==> src/rtl/instr_fetch_unit_pkg.sv <==
// Shared types and constants for the instruction fetch unit.
// No logic lives here. It holds the FSM encoding, the bubble word, the PC step and the word-align helper.
// Backpressure: not applicable.
package instr_fetch_unit_pkg;

    typedef enum logic [1:0] {
        S_IDLE  = 2'd0,
        S_REQ   = 2'd1,
        S_DRAIN = 2'd2
    } fetch_state_t;

    localparam logic [31:0] NOP_INSTR = 32'h0;
    localparam logic [63:0] PC_STEP   = 64'd4;

    function automatic logic [63:0] align_word(input logic [63:0] addr);
        return {addr[63:2], 2'b00};
    endfunction

endpackage

==> src/rtl/instr_fetch_unit_fetch_out_buf.sv <==
// One-entry holding register for the instruction presented to IF/ID.
// Latency: a load appears on the outputs one cycle later. Priority is clear, then load, then consume.
// Backpressure: contents hold while neither consumed nor cleared.
module fetch_out_buf (
    input  logic        clk,
    input  logic        rst_n,
    input  logic        load,
    input  logic        consume,
    input  logic        clear,
    input  logic [63:0] load_pc,
    input  logic [31:0] load_instr,
    output logic        ob_valid,
    output logic [63:0] ob_pc,
    output logic [31:0] ob_instr
);

    always_ff @(posedge clk or negedge rst_n) begin
        if (!rst_n) begin
            ob_valid <= 1'b0;
            ob_pc    <= 64'h0;
            ob_instr <= 32'h0;
        end else if (clear) begin
            ob_valid <= 1'b0;
        end else if (load) begin
            ob_valid <= 1'b1;
            ob_pc    <= load_pc;
            ob_instr <= load_instr;
        end else if (consume) begin
            ob_valid <= 1'b0;
        end
    end

endmodule

==> src/rtl/instr_fetch_unit.sv <==
// Instruction fetch stage. Issues word fetches and feeds IF/ID through a one-entry buffer.
// Latency: one cycle from imem_ready to the IF/ID outputs. Zero-wait memory sustains one instruction per cycle.
// Backpressure: stall holds the buffer and blocks new requests. Branches flush and drain any outstanding fetch.
module instr_fetch_unit
    import instr_fetch_unit_pkg::*;
#(
    parameter logic [63:0] RESET_PC = 64'h0
) (
    input  logic        clk,
    input  logic        rst_n,
    input  logic        stall,
    input  logic        branch_taken,
    input  logic [63:0] branch_target,
    output logic        imem_req,
    output logic [63:0] imem_addr,
    input  logic        imem_ready,
    input  logic [31:0] imem_rdata,
    output logic [63:0] PC_addr,
    output logic [31:0] Instruc,
    output logic        IFID_Write,
    output logic        Flush
);

    fetch_state_t state, state_nxt;
    logic [63:0]  pc, pc_nxt;
    logic [63:0]  req_addr, req_addr_nxt;
    logic         req_pend, req_pend_nxt;
    logic         ob_valid;
    logic [63:0]  ob_pc;
    logic [31:0]  ob_instr;
    logic         consume, new_req, ob_load;

    always_ff @(posedge clk or negedge rst_n) begin
        if (!rst_n) begin
            state    <= S_IDLE;
            pc       <= RESET_PC;
            req_addr <= 64'h0;
            req_pend <= 1'b0;
        end else begin
            state    <= state_nxt;
            pc       <= pc_nxt;
            req_addr <= req_addr_nxt;
            req_pend <= req_pend_nxt;
        end
    end

    always_comb begin
        consume      = ob_valid & ~stall & ~branch_taken;
        // A redirect never opens a fresh request; only an already-held one stays on the bus.
        new_req      = (state == S_REQ) & ~req_pend & ~branch_taken & (~ob_valid | consume);
        imem_req     = req_pend | new_req;
        imem_addr    = req_pend ? req_addr : pc;
        ob_load      = (state == S_REQ) & imem_req & imem_ready & ~branch_taken;

        state_nxt    = state;
        pc_nxt       = pc;
        req_addr_nxt = req_addr;
        req_pend_nxt = req_pend;

        case (state)
            S_IDLE: begin
                state_nxt = S_REQ;
            end
            S_REQ: begin
                req_pend_nxt = imem_req & ~imem_ready;
                if (imem_req & ~imem_ready & branch_taken)
                    state_nxt = S_DRAIN;
                if (new_req)
                    req_addr_nxt = pc;
                if (ob_load)
                    pc_nxt = imem_addr + PC_STEP;
            end
            S_DRAIN: begin
                if (imem_ready) begin
                    req_pend_nxt = 1'b0;
                    state_nxt    = S_REQ;
                end
            end
            default: begin
                state_nxt    = S_IDLE;
                req_pend_nxt = 1'b0;
            end
        endcase

        if (branch_taken)
            pc_nxt = align_word(branch_target);
    end

    fetch_out_buf u_out_buf (
        .clk        (clk),
        .rst_n      (rst_n),
        .load       (ob_load),
        .consume    (consume),
        .clear      (branch_taken),
        .load_pc    (imem_addr),
        .load_instr (imem_rdata),
        .ob_valid   (ob_valid),
        .ob_pc      (ob_pc),
        .ob_instr   (ob_instr)
    );

    assign PC_addr    = ob_pc;
    assign Instruc    = ob_valid ? ob_instr : NOP_INSTR;
    assign IFID_Write = (state != S_IDLE) & ~stall;
    assign Flush      = branch_taken | (state == S_IDLE);

endmodule

==> config.mk <==
export PLATFORM = sky130hd
export DESIGN_NAME = instr_fetch_unit
export DESIGN_NICKNAME = d
export VERILOG_FILES = /design/src/rtl/instr_fetch_unit_pkg.sv /design/src/rtl/instr_fetch_unit_fetch_out_buf.sv /design/src/rtl/instr_fetch_unit.sv
export SDC_FILE = /design/constraint.sdc
export NUM_CORES = 1
export LEC_CHECK = 0
export CORE_ASPECT_RATIO = 2
export CORE_MARGIN = 5
export CORE_UTILIZATION = 50
export DETAILED_ROUTE_END_ITERATION = 8
export PLACE_DENSITY_LB_ADDON = 0.08
export SYNTH_ARGS = -nofsm -noshare
export SYNTH_HDL_FRONTEND = slang
export SYNTH_HIERARCHICAL = 1
export SYNTH_SLANG_ARGS = --single-unit
==> constraint.sdc <==
create_clock -name clk -period 3.45 [get_ports clk]
set_input_delay 0.345 -clock clk [delete_from_list [all_inputs] [get_ports clk]]
set_output_delay 0.345 -clock clk [all_outputs]
set_load 0.01 [all_outputs]
=== Word-level counts from Yosys, hierarchy flattened ===
Cells that the tools add are included.

* Flip-flop bits (word level): 228
* Latch bits: 0
* Bits in writable memories: 0
* ROM bits: 0
* Bits of input ports: 101
* Output and inout port bits: 163
* Logic and storage cells: 55
* Memories: 0

* Add/sub/neg operators: 1
* Multipliers: 0
* Divide/modulo/power cells: 0
* Magnitude comparators: 0
* Equal/unequal tests: 4
* Shift operators: 0
* Mux-type cells: 13
* Bitwise gates (word level): 20
* Reduce and logical (&&, ||, !) cells: 10

{| class="wikitable"
|+ Operator list
! kind !! number
|-
| two-way mux 64 bit || 4
|-
| adder 64 x 3 -> 64 bit (second input constant) || 1
|-
| two-way mux 32 bit || 1
|-
| bitwise AND 1 bit || 11
|-
| AND reduction 2 bit || 5
|-
| inverter 1 bit || 6
|-
| case mux 2 bit (3 select lines) || 1
|-
| nonzero test 2 bit || 3
|-
| two-way mux 1 bit || 4
|-
| two-way mux 2 bit || 2
|-
| bitwise OR 1 bit || 3
|-
| case mux 1 bit (3 select lines) || 1
|-
| nonzero test 3 bit || 1
|-
| equality test 2 x 1 -> 1 bit (second input constant) || 1
|-
| equality test 2 bit (second input constant) || 1
|-
| zero test 2 bit || 1
|-
| inequality test 2 x 1 -> 1 bit (second input constant) || 1
|-
| inequality test 2 bit (second input constant) || 1
|}

=== Logic depth before layout (Yosys ltp) ===
* Depth after elaboration: 12
* Gate-level depth with buffers: 14
* Depth with buffers taken out: 8

=== Hierarchy ===
Netlist, hierarchy kept.

{| class="wikitable"
|+ Modules (own cells, without submodules)
! module !! times used !! cells each !! area an instance (µm²) !! seq. area each (µm²)
|-
| instr_fetch_unit || 1 || 810 || 8440.6 || 3278.1
|-
| fetch_out_buf || 1 || 208 || 3811.2 || 2427.3
|}

=== Worst setup path after synthesis ===
Ideal clock, no wire load.

* Path kind: register to register
* Start point: register req_pend
* End point: register pc[44]
* Library setup time: 87 ps
* Arrival time: 3109 ps
* Required time: 3363 ps
* Path slack: 254 ps
* Stages on the path, launching flop included: 15
* Path buffers: 6
* Clock period less this slack: 3196 ps
* Cell sequence: dfrtp_1 buf_6 buf_6 buf_6 buf_4 buf_2 buf_2 mux2_2 ha_1 nand4_1 a21oi_4 nand4_2 nor4_2 mux2_2 o211ai_1

* Elaborated cells on any way between the ends: 15
* Classes of those cells: add/sub (1); mux (4); bitwise (8); reduce/logical (2)

{| class="wikitable"
|+ RTL lines
! item !! RTL line !! source
|-
| from (decl) || instr_fetch_unit.sv:27 || <nowiki>logic req_pend, req_pend_nxt;</nowiki>
|-
| from (signal assigned) || instr_fetch_unit.sv:43 || <nowiki>req_pend <= req_pend_nxt;</nowiki>
|-
| two-way mux 64 bit || instr_fetch_unit.sv:52 || <nowiki>imem_addr = req_pend ? req_addr : pc;</nowiki>
|-
| net imem_addr[2] || instr_fetch_unit.sv:15 || <nowiki>output logic [63:0] imem_addr,</nowiki>
|-
| adder 64 x 3 -> 64 bit || instr_fetch_unit.sv:71 || <nowiki>pc_nxt = imem_addr + PC_STEP;</nowiki>
|-
| two-way mux 64 bit || instr_fetch_unit.sv:70 || <nowiki>if (ob_load)</nowiki>
|-
| two-way mux 64 bit || instr_fetch_unit.sv:60 || <nowiki>case (state)</nowiki>
|-
| two-way mux 64 bit || instr_fetch_unit.sv:85 || <nowiki>if (branch_taken)</nowiki>
|-
| to (signal assigned) || instr_fetch_unit.sv:41 || <nowiki>pc <= pc_nxt;</nowiki>
|-
| to (decl) || instr_fetch_unit.sv:25 || <nowiki>logic [63:0] pc, pc_nxt;</nowiki>
|}

The timed path passes the listed nets, and every way through them passes these cells. The select of a mux whose other input is x is not followed.
A chain may end at the register's enable or synchronous reset.

=== Worst setup path after layout ===
* Start point: register req_pend
* End point: output imem_addr[53]

* Cells in the longest elaborated chain, start to end: 1

{| class="wikitable"
|+ Ends and longest elaborated chain
! item !! RTL line
|-
| two-way mux 64 bit || instr_fetch_unit.sv:52
|-
| to (decl) || instr_fetch_unit.sv:15
|}

No other way between the ends.

==> out/results.md <==
* **DRC violations left** 0
* **synthesized area per cell** 12.0 um2
* **floorplan die width** 121 um
* **IO Port Bufs** 261
* **list of cells traversed by the critical path** buf_12, buf_4, nand2_1, o21ai_1, clkdlybuf4s50_1
* **final weighted congestion of routability-driven global placement** 0.847
* **average vias per placed instance** 5.92
* **number of fill cells** 1961
* **CTS sink cnt** 228
* **full die area** 27900 um2
* **most frequent cells in the layout** clkdlybuf4s50_1 (259), dfrtp_1 (227), mux2_2 (170)
* **Inserted Clock Buffers** 22
* **required time reported for the critical path endpoint** 3.11 ns
* **fraction of final layout cells with drive strength greater than 1** 25.5%
* **ports placed on the boundary** 264
* **Hold/Removal Path Class** in2reg
* **syn_nets** 1120
* **proportion of register bits with asynchronous set or reset after synthesis** 100%
* **number of enable flip-flop cells after synthesis** 0
* **highest layer used for signal routing** met5
* **slowest cell on the critical path** dfrtp_4
* **hold violation total from the final report** 0
* **Crit path buffers/inverters** 3
* **final clock skew** 0.00864 ns
* **Post-DRT Antenna Nets** 0
* **number of distinct library cells after synthesis** 69
* **register cell area after layout** 5710 um2
* **growth of design area from synthesis to finish** 29.9%
* **run status** finished clean
* **f_max** 321 MHz
* **Placement Rows** 81
* **worst setup path category** reg2out
* **commonest register cell after synthesis** dfrtp_1
* **clock latency on the worst-skew pair** 0.52 ns
* **first-pass GRT wire length** 55500 um
* **half-perimeter wire length after placement** 24900 um
* **maximum fanout count along the critical path** 57
* **met2 wirelength from detailed routing** 19000 um
* **slew at the pin closest to its max-slew limit** 0.947 ns
* **final critical-path share of the clock period** 90.4%
* **sequential element share of the synthesized area** 46.6%
* **Crit path largest cell delay** 0.64 ns
* **Clock Path Buffers** 3
* **clock tree from TritonCTS** done
* **PwrDens** 831 nW/um2
* **count of nets after finishing** 1375
* **sum of negative setup slack** 0 ns
* **Total Wirelength** 35100 um
* **synthesized cell area** 12300 um2
* **non-filler cells, final** 1580
* **hold buffers post-CTS** 1
* **final worst path period need** 3.12 ns
* **count of TritonRoute iterations in the first routing pass** 6
* **H-tree Lvls** 1
* **most common cell after layout, fill and taps aside** clkdlybuf4s50_1
* **core region area** 24300 um2
* **crit-path leading delay family** buffers and inverters
* **wire length on met1** 12800 um
* **pin count of the biggest net entering global routing** 79
* **maximum vdd ir drop** 489 uV
* **via total after detailed routing** 9359
* **placed cells** 1538
* **nature of the critical path endpoint** output port
* **Routed wire per std cell** 22.2 um
* **final setup vio count** 0
* **vias in the first global route** 10100
* **number of resized instances in the post-cts repair step** 0
* **antenna violations before repair** 3
* **Starting Density** 50.4%
* **setup repair after global routing missed its margin** no
* **met3 WL** 1950 um
* **clock-pin slew on the worst setup and hold paths** 0.07 ns
* **headroom to the max-slew limit** 36.9%
* **number of DRC violations after detailed-routing iteration 0** 532
* **static leakage** 6.46 nW
* **element type at the critical path start** register
* **clock root buffer master** clkbuf_16
* **count of final max-slew check failures** 0
* **Seq cells post-synth** 228
* **largest area contributor in the synthesized netlist** dfrtp_1
* **number of cells produced by synthesis** 1018
* **buffers inserted by post-CTS timing repair** 0
* **Global Route Usage Sum** 25.0%
* **area of combinational cells with multiple inputs** 6120 um2
* **Yosys warning count** 6
* **Arrival @ worst endpoint** 2.77 ns
* **max-cap violation count** 0
* **ranking of synthesized cells by area** dfrtp_1 (47%), mux2_2 (16%), mux2_4 (4.9%)
* **area share of the leading cell type in the synthesized netlist** 46.6%
* **global route overflow** 0
* **height of the die** 231 um
-- worst register-to-register path, delay by kind of cell, from the launching register on --
family          cells  cell delay, ns
compound gates      2            0.36
fa+ha+maj           1            0.28
flops               1            0.63
mux                 2            0.72
simple gates        3            0.88
-- kinds of logic after synthesis --
| family | synth area share, % |
|---|---|
| simple gates | 14.8 |
| flops | 46.6 |
| mux | 21.5 |
| compound gates | 10.2 |
| buf+inv | 3.64 |
| xor+xnor | 3.07 |
| fa+ha+maj | 0.184 |
-- Yosys cell counts, types with 9 or more instances --
cell	n
o22ai_1	9
a21oi_1	23
nand4_1	23
o21ai_0	27
dfrtp_1	228
inv_1	14
a22oi_1	51
nand3b_1	16
and2_1	33
nand2_1	59
o21ai_1	15
mux2_2	170
o31ai_1	9
nor4_2	11
clkbuf_1	25
nor3_1	12
nand3_1	40
nor2_1	16
buf_2	16
mux2_4	40
and3_1	10
mux2i_1	12
xnor2_1	37
-- worst paths after layout --
path | startpoint | slack, ns | depth (start not counted) | endpoint
worst max-delay path | req_pend$_DFFE_PN0P_ | 0.33 | 5 | imem_addr[53]
worst min-delay path | branch_taken | 0.36 | 5 | pc[51]$_DFFE_PN0P_
worst max register to register | req_pend$_DFFE_PN0P_ | 0.51 | 8 | pc[44]$_DFFE_PN0P_
worst min register to register | u_out_buf/ob_instr[24]$_DFFE_PN0P_ | 0.50 | 1 | u_out_buf/ob_instr[24]$_DFFE_PN0P_
max in group asynchronous | rst_n | 2.03 | 3 | u_out_buf/ob_pc[60]$_DFFE_PN0P_
min in group asynchronous | rst_n | 0.40 | 2 | pc[34]$_DFFE_PN0P_
-- state kept, by name, indices dropped and copies added, names as in the netlist --
signal and count:
pc 64, req_addr 64, u_out_buf/ob_pc 64, u_out_buf/ob_instr 32
state 2, req_pend 1, u_out_buf/ob_valid 1
-- through the flow --
| stage | instance area (um2) | hold WS (ns) | util (%) | worst slack, ns | total power [mW] |
|---|---|---|---|---|---|
| global route | 15900 | 0.397 | 65.4 | 0.206 | 13.9 |
| detailed placement | 15100 | 0.391 | 62.2 | 0.522 | 10.7 |
| floorplan | 12300 | 0.0494 | - | 0.254 | 8.02 |
| CTS | 15900 | 0.334 | 65.4 | 0.321 | 13.4 |
| global placement | 15100 | 0.392 | 62.2 | 0.569 | 10.5 |
| finish | 15900 | 0.358 | 65.4 | 0.332 | 13.2 |
-- metal layers --
metal  vias to the layer above  GRT usage (%)
li1                       4277              -
met1                      4746           27.5
met2                       269           46.8
met3                        63           4.81
met4                         4           9.43
met5                         -              0
-- where the power goes --
part           internal [mW]  total [mW]  switching, mW
clock network           1.54        2.63           1.09
registers               3.77        4.70          0.930
logic                   3.32        5.89           2.57
total                   8.63        13.2           4.60
-- area by class of cell --
class	instances	area share (%)
multi-input combinational	716	38.4
clock buffer	26	3.75
clock inverter	14	1.12
tap	290	2.28
inverter	15	0.354
antenna	1	0.0157
sequential	228	35.9
timing repair buffer	290	18.2
(Power assumes the default switching activity.)
